[src/rtl/weight_req_sequencer.sv]
// weight_req_sequencer: walks one layer's output-channel pairs (od1, od1+1) and
// input-channel index, issuing one weight-fetch request per step. After each
// request it waits for the weight tile to land, then for the PE arrays to
// consume it, before it advances.
//
// Optional feature, macro WREQ_TIMEOUT_EN: when the weight tile does not arrive
// within TIMEOUT cycles (TIMEOUT must be >= 1), the same request is re-issued
// and err_o is set. err_o stays set until reset or the next accepted start.
// With the macro undefined, WAIT_W waits indefinitely and err_o is tied to 0.
//
// state   | meaning
// --------+------------------------------------------------------------
// IDLE    | waiting for start_i; the layer configuration is latched here
// ISSUE   | one-cycle weight_main_valid_o pulse for the current (od, id)
// WAIT_W  | waiting for the weight tile (weight_ack_i)
// WAIT_PE | waiting for the PE arrays to release the tile (pe_done_i)
// DONE    | one-cycle done_o pulse, then back to IDLE
//
// All outputs are registered from the next-state value. A start accepted at
// edge N therefore shows weight_main_valid_o in the cycle right after edge N.

module weight_req_sequencer #(
    parameter int unsigned OD_W    = 8,
    parameter int unsigned ID_W    = 4,
    parameter int unsigned TIMEOUT = 64
) (
    input  logic            clk,
    input  logic            reset,
    input  logic            start_i,
    input  logic [OD_W-1:0] total_od_i,
    input  logic [ID_W:0]   total_id_i,
    input  logic            weight_ack_i,
    input  logic            pe_done_i,
    output logic [OD_W-1:0] total_od_o,
    output logic [OD_W-1:0] weight_od1_o,
    output logic [ID_W-1:0] weight_id_o,
    output logic            weight_main_valid_o,
    output logic            busy_o,
    output logic            done_o,
    output logic            err_o
);

    typedef enum logic [2:0] {
        IDLE    = 3'd0,
        ISSUE   = 3'd1,
        WAIT_W  = 3'd2,
        WAIT_PE = 3'd3,
        DONE    = 3'd4
    } state_t;

    state_t state_q, state_d;

    // od carries one spare bit so that od+2 past total_od=255 cannot wrap;
    // id carries one spare bit so that total_id=16 can be reached.
    logic [OD_W:0]   od_q, od_d;
    logic [ID_W:0]   id_q, id_d;
    logic [OD_W-1:0] tot_od_q, tot_od_d;
    logic [ID_W:0]   tot_id_q, tot_id_d;

    logic [OD_W:0]   od_step;
    logic [ID_W:0]   id_step;
    logic            start_acc;
    logic            timeout_hit;

    // Next-state and loop-counter logic.
    always_comb begin
        state_d   = state_q;
        od_d      = od_q;
        id_d      = id_q;
        tot_od_d  = tot_od_q;
        tot_id_d  = tot_id_q;
        start_acc = 1'b0;
        id_step   = id_q + 1'b1;
        od_step   = od_q + (OD_W+1)'(2);

        case (state_q)
            IDLE: begin
                if (start_i) begin
                    start_acc = 1'b1;
                    tot_od_d  = total_od_i;
                    tot_id_d  = total_id_i;
                    od_d      = '0;
                    id_d      = '0;
                    if ((total_od_i == '0) || (total_id_i == '0)) begin
                        state_d = DONE;
                    end else begin
                        state_d = ISSUE;
                    end
                end
            end

            ISSUE: begin
                state_d = WAIT_W;
            end

            WAIT_W: begin
                // A pe_done_i arriving together with the ack is dropped here;
                // upstream always sends pe_done after the ack.
                if (weight_ack_i) begin
                    state_d = WAIT_PE;
                end else if (timeout_hit) begin
                    state_d = ISSUE;
                end
            end

            WAIT_PE: begin
                if (pe_done_i) begin
                    if (id_step < tot_id_q) begin
                        id_d    = id_step;
                        state_d = ISSUE;
                    end else begin
                        id_d = '0;
                        od_d = od_step;
                        // Termination relies on the compare, never on overflow.
                        if (od_step < {1'b0, tot_od_q}) begin
                            state_d = ISSUE;
                        end else begin
                            state_d = DONE;
                        end
                    end
                end
            end

            DONE: begin
                state_d = IDLE;
            end

            default: begin
                state_d = IDLE;
            end
        endcase
    end

    // State register with loop counters and latched layer configuration.
    always_ff @(posedge clk) begin
        if (reset) begin
            state_q  <= IDLE;
            od_q     <= '0;
            id_q     <= '0;
            tot_od_q <= '0;
            tot_id_q <= '0;
        end else begin
            state_q  <= state_d;
            od_q     <= od_d;
            id_q     <= id_d;
            tot_od_q <= tot_od_d;
            tot_id_q <= tot_id_d;
        end
    end

    // Registered outputs; od1/id only move when a new request is issued, so
    // they stay stable through WAIT_W, WAIT_PE and DONE.
    always_ff @(posedge clk) begin
        if (reset) begin
            total_od_o          <= '0;
            weight_od1_o        <= '0;
            weight_id_o         <= '0;
            weight_main_valid_o <= 1'b0;
            busy_o              <= 1'b0;
            done_o              <= 1'b0;
        end else begin
            total_od_o          <= tot_od_d;
            weight_main_valid_o <= (state_d == ISSUE);
            busy_o              <= (state_d != IDLE);
            done_o              <= (state_d == DONE);
            if (state_d == ISSUE) begin
                weight_od1_o <= od_d[OD_W-1:0];
                weight_id_o  <= id_d[ID_W-1:0];
            end
        end
    end

`ifdef WREQ_TIMEOUT_EN
    localparam int unsigned TO_W = (TIMEOUT > 1) ? $clog2(TIMEOUT) : 1;

    logic [TO_W-1:0] to_cnt_q;
    logic            err_q;

    // The counter sits at zero outside WAIT_W, so every entry starts from zero.
    assign timeout_hit = (state_q == WAIT_W) && (to_cnt_q == TO_W'(TIMEOUT - 1));
    assign err_o       = err_q;

    // Count cycles spent in WAIT_W.
    always_ff @(posedge clk) begin
        if (reset) begin
            to_cnt_q <= '0;
        end else if (state_q != WAIT_W) begin
            to_cnt_q <= '0;
        end else begin
            to_cnt_q <= to_cnt_q + 1'b1;
        end
    end

    // Sticky error flag, cleared by reset or a newly accepted layer.
    always_ff @(posedge clk) begin
        if (reset) begin
            err_q <= 1'b0;
        end else if (start_acc) begin
            err_q <= 1'b0;
        end else if (timeout_hit && !weight_ack_i) begin
            err_q <= 1'b1;
        end
    end
`else
    logic timeout_unused;

    assign timeout_hit    = 1'b0;
    assign err_o          = 1'b0;
    assign timeout_unused = (TIMEOUT == 0) | start_acc;
`endif

endmodule

[config.mk]
export PLATFORM = sky130hd
export DESIGN_NAME = weight_req_sequencer
export DESIGN_NICKNAME = d
export VERILOG_FILES = /design/src/rtl/weight_req_sequencer.sv
export SDC_FILE = /design/constraint.sdc
export NUM_CORES = 1
export LEC_CHECK = 0
export CORE_MARGIN = 10
export CORE_UTILIZATION = 50
export CTS_CLUSTER_SIZE = 30
export DETAILED_ROUTE_END_ITERATION = 12
export PLACE_DENSITY = 0.81
export SYNTH_ARGS = -nofsm -noshare
export SYNTH_HDL_FRONTEND = slang
export SYNTH_SLANG_ARGS = --single-unit
[constraint.sdc]
create_clock -name clk -period 5.98 [get_ports clk]
set_clock_uncertainty 0.15 [all_clocks]
set_input_delay 1.196 -clock clk [delete_from_list [all_inputs] [get_ports clk]]
set_output_delay 1.196 -clock clk [all_outputs]
set_load 0.02 [all_outputs]
==> impl_metrics.json <==
{
  "dr.pass1.iters": 4,
  "post-route-util_pct": 63.56,
  "multiInputGateArea_um2": 1246,
  "syn_area_per_cell_um2": 8.610,
  "finalHoldViolCount": 0,
  "die_width_um": 87.17,
  "status": "complete, no violations",
  "grt_pass1_vias": 1850,
  "syn_area_um2": 2256,
  "syn-num-nets": 293,
  "h-tree-depth": 2,
  "r2r_slack_ns": 2.46,
  "crit_arrival_ns": 3.86,
  "worstSetupEndpointType": "register",
  "worstSetupPathType": "input port to register",
  "drtIter0Drc": 101,
  "grt_max_degree": 47,
  "syn_to_final_growth_pct": 22.68,
  "grt_usage_pct": 13.29,
  "cts_setup_buffers": 0,
  "synth_enable_flop_cells": 0,
  "cts_resized": 0,
  "cts.sinks": 45,
  "nets": 331,
  "cp-start-kind": "input port",
  "synth_compound_area_share_pct": 14.86,
  "ios": 42,
  "layout_min_cycle_time_ns": 3.820,
  "synth_xor_area_share_pct": 1.941,
  "numCtsBuffers": 5,
  "slew-limit-headroom_pct": 37.29,
  "wl_um": 4949,
  "hp-class": "register to register",
  "final_cell_mix": "45 x dfxtp_1, 41 x nand2_1, 40 x clkdlybuf4s50_1",
  "drc_errors": 0,
  "ys_dominant_reg_cell": "dfxtp_1",
  "row_count": 24,
  "clock_latency_ns": 0.30,
  "n_antenna_cell": 0,
  "hold_buffers": 0,
  "cts_tree": "yes",
  "yosysSeqAreaShare_pct": 39.93,
  "clockBufferDepth": 2,
  "synth_cell_types": 43,
  "worstMarginPinSlew_ns": 0.9372,
  "ant_nets": 0,
  "syn_inst": 262,
  "slew_violations": 0,
  "synth_top_family_by_area": "simple AND/OR/NAND/NOR gates",
  "maxCapViolations": 0,
  "power.density_nw_per_um2": 222.1,
  "dieArea_um2": 7599,
  "critPathMaxFanout": 15,
  "synth-seq-cells": 45,
  "via_per_inst": 5.329,
  "grt_pass1_wl_um": 8286,
  "core_area_um2": 4354,
  "yosys_warnings": 0,
  "register_area_um2": 900.9,
  "final_common_cell": "dfxtp_1",
  "io_buffers": 40,
  "yosys.area_share.simple_pct": 23.29,
  "drive_gt1_share_pct": 9.967,
  "fp.dieH_um": 87.17,
  "place_congestion": 0.9013,
  "clk_pin_slew_ns": 0.08,
  "synthAdderAreaFrac_pct": 7.210,
  "wl_per_cell_um": 14.02,
  "timing.final.crit_share_pct": 63.88,
  "vias": 1881,
  "initial_utilization_pct": 51.81,
  "max_freq_ghz": 0.2618,
  "cp.required_ns": 6.02,
  "p_leak_nw": 1.072,
  "synth_mux_area_share_pct": 7.765,
  "grt_overflow_total": 0,
  "tns_ns": 0,
  "rsz0062_at_grt": "no",
  "hpwl_um": 3712,
  "setup_violations": 0,
  "fillCellCount": 374,
  "antenna_found_initial": 0,
  "synthArstFlopShare_pct": 0,
  "ir_worst_vdd_mv": 0.1189,
  "root_buffer": "clkbuf_8"
}
==> through the flow <==
step | power [mW] | instance area (µm²) | std cells | setup WS (ns) | hold slack [ns]
floorplan | 0.3983 | 2256 | 262 | 3.055 | 0.2817
global placement | 0.4325 | 2680 | 345 | 1.896 | 0.2952
detailed placement | 0.4347 | 2680 | 345 | 1.845 | 0.2994
CTS | 0.6200 | 2768 | 353 | 2.165 | 0.3108
global route | 0.6440 | 2768 | 353 | 1.953 | 0.3357
finish | 0.6146 | 2768 | 353 | 2.160 | 0.3044
==> final timing paths <==
check	from	end	cells past startpoint
worst min register to register	tot_id_q[1]	tot_id_q[1]	2
worst max-delay path	start_i	weight_od1_o[2]	7
worst max register to register	id_q[0]	weight_od1_o[2]	10
worst min-delay path	tot_id_q[1]	tot_id_q[1]	2
==> per-layer routing <==
layer  GRT usage (%)  up-vias  wire length, µm
li1                -      962                -
met1           15.22      890             2082
met2           22.98       24             2599
met3           4.026        5              213
met4           4.203        0               53
met5               0        -                0
==> layout make-up <==
cell class,instances,share of cell area (%)
multi-input combinational,191,45.03
timing repair buffer,41,14.74
sequential,45,32.55
inverter,16,2.170
clock buffer,6,2.622
clock inverter,2,0.5425
tap,52,2.351
==> sequential cells by signal, indices dropped and copies added, names as in the netlist <==
signal,flops
od_q,9
weight_od1_o,8
id_q,5
tot_id_q,5
weight_main_valid_o,1
busy_o,1
weight_id_o,4
total_od_o,8
state_q,3
done_o,1
==> kinds of logic after synthesis <==
kind of cell	count (synthesis)
compound gates	52
other cells	1
fa+ha+maj	13
mux	13
buf+inv	26
simple gates	107
xor+xnor	5
flops	45
==> cells in the mapped netlist (2+ instances only) <==
library cell	instances	share of area, %
ha_1	13	7.2
mux2_4	8	5.3
nor2b_1	13	3.6
xor2_1	2	0.78
o21ai_0	3	0.67
or2_2	3	0.83
clkbuf_1	8	1.3
xnor2_1	3	1.2
mux2_2	4	2.0
o22ai_1	2	0.55
nor4_1	2	0.55
nand2_1	41	6.8
a21o_1	4	1.3
or3_1	2	0.55
nand3_1	6	1.3
nor2_1	22	3.7
nor3_1	3	0.67
nor3b_1	3	1.0
dfxtp_1	45	40
a21oi_1	31	6.9
nand2b_1	4	1.1
a22oi_1	4	1.3
inv_1	16	2.7
==> power by group <==
group	leakage [nW]	total, mW	switching (mW)	internal, mW
clock network	0.0374	0.187	0.105	0.0824
registers	0.365	0.317	0.00729	0.310
logic	0.669	0.110	0.0615	0.0487
total	1.07	0.615	0.173	0.441
==> worst max-delay path, stage by stage <==
cell and delay, ns:
clkdlybuf4s50_1 0.47, nand2_1 0.07, nor2_1 0.71, a32o_1 0.24, a211oi_2 0.07, nor3b_4 0.69
mux2_2 0.41
Note: power is estimated with default switching activity, not from simulation.
==> RTL edit, RTL diff (same flow settings) <==
The option `WREQ_TIMEOUT_EN` is turned on by a define.
--- a/src/rtl/weight_req_sequencer.sv
+++ b/src/rtl/weight_req_sequencer.sv
@@ -21,2 +21,4 @@
 
+`define WREQ_TIMEOUT_EN
+
 module weight_req_sequencer #(
Formal check against the unedited RTL: same outputs for any inputs over 10 cycles, from zero or initial values and one cycle with reset high; that may be too few to reach the edited logic, so the function may still have changed.
==> RTL edit against the original RTL <==
- setup slack gained 460 ps
- combinational power increased by 25%
- critical path type unchanged
- sequential power grew 18%
- global-route usage down 0.15 points
- critical path depth is the same
- worst hold slack got worse by 2.2 ps
- final area grew 12%
- sequential cell count grew 7
- area after synthesis increased by 13%
- routed wire length grew 12%
- total power up 16%
- register-to-register slack better by 260 ps
==> RTL edit: results (changes against the original RTL) <==
* DR WL met3: 274 µm (+29%)
* Average detailed-routed wire length per instance: 13.6 µm (-2.9%)
- Fraction of final layout cells with drive strength greater than 1: 9.44% (-0.53 points)
- Weighted congestion reported at the end of routability-driven placement: 0.888 (-1.5%)
* Global router's overall resource usage: 13.1% (-0.15 points)
* End of the worst register-to-register path: weight_od1_o[4]$_SDFFE_PP0N_
- Worst Hold Depth: 1 (-1)
- The global-route track usage on met1 came to 15.8% (+0.56 points).
* Leading post-synthesis cells by cell area: sky130_fd_sc_hd__dfxtp_1 41%, sky130_fd_sc_hd__a21oi_1 7.1%, sky130_fd_sc_hd__ha_1 6.9%
* Count of nets after finishing: 370 (+12%)
- The met2 usage in global routing was 22.3% (-0.65 points).
- Switching fraction of total power: 28.2% (about the same)
* Period utilization: 56.1% (-7.8 points)
- The run finished with clean final reports.
- The area share of the largest cell type after synthesis is 40.8% (+0.87 points).
* Gate count of the mapped netlist: 299 (+14%)
- First DRT Iteration DRCs: 139 (+38%)
- Number of vias per cell after detailed routing: 5.21 (-2.2%)
- The minimum setup slack among reg-to-reg paths came to 2720 ps (+260 ps).
- In this run the worst setup path begins at pe_done_i.
- The data arrival time at the worst-slack endpoint came to 3400 ps (-460 ps).
- The detailed-routed wire length on met2 is 2740 µm (+5.5%).
- Mux cell area share after synthesis: 6.62% (-1.1 points)
* Placed Instances: 398 (+15%)
- The worst register-to-register path begins at od_q[1]$_SDFF_PP0_.
* DP HPWL: 4120 µm (+11%)
* Placement-stage worst setup slack: 2320 ps (+472 ps)
* Number of nets produced by synthesis: 331 (+13%)
* Adder-cell share of the synthesized area: 6.87% (-0.34 points)
- The routed metal-1 wirelength came to 2460 µm (+18%).
* Most common library cells after synthesis: 52 x sky130_fd_sc_hd__dfxtp_1, 43 x sky130_fd_sc_hd__nand2_1, 36 x sky130_fd_sc_hd__a21oi_1
[RTL edit: cell count changes after synthesis, moves of 3 or more]
cell | before | now
sky130_fd_sc_hd__nor2_1 | 22 | 30
sky130_fd_sc_hd__nand3_1 | 6 | 9
sky130_fd_sc_hd__dfxtp_1 | 45 | 52
sky130_fd_sc_hd__a21oi_1 | 31 | 36
[RTL edit: layout make-up]
| type | instances | area, µm² |
|---|---|---|
| timing repair buffer | 43 | 425 |
| multi-input combinational | 220 | 1390 |
| clock buffer | 6 | 82.6 |
| sequential | 52 | 1040 |
| fill | 420 | 1750 |
| inverter | 16 | 60.1 |
| clock inverter | 2 | 10.0 |
| tap | 67 | 83.8 |
[RTL edit: power groups by stage]
stage,clock network (mW),registers [mW],logic [mW]
6_report,0.203,0.373,0.137
5_1_grt,0.224,0.375,0.152
4_1_cts,0.207,0.373,0.138
3_5_place_dp,0,0.381,0.137
3_3_place_gp,0,0.380,0.135
2_1_floorplan,0,0.387,0.0867
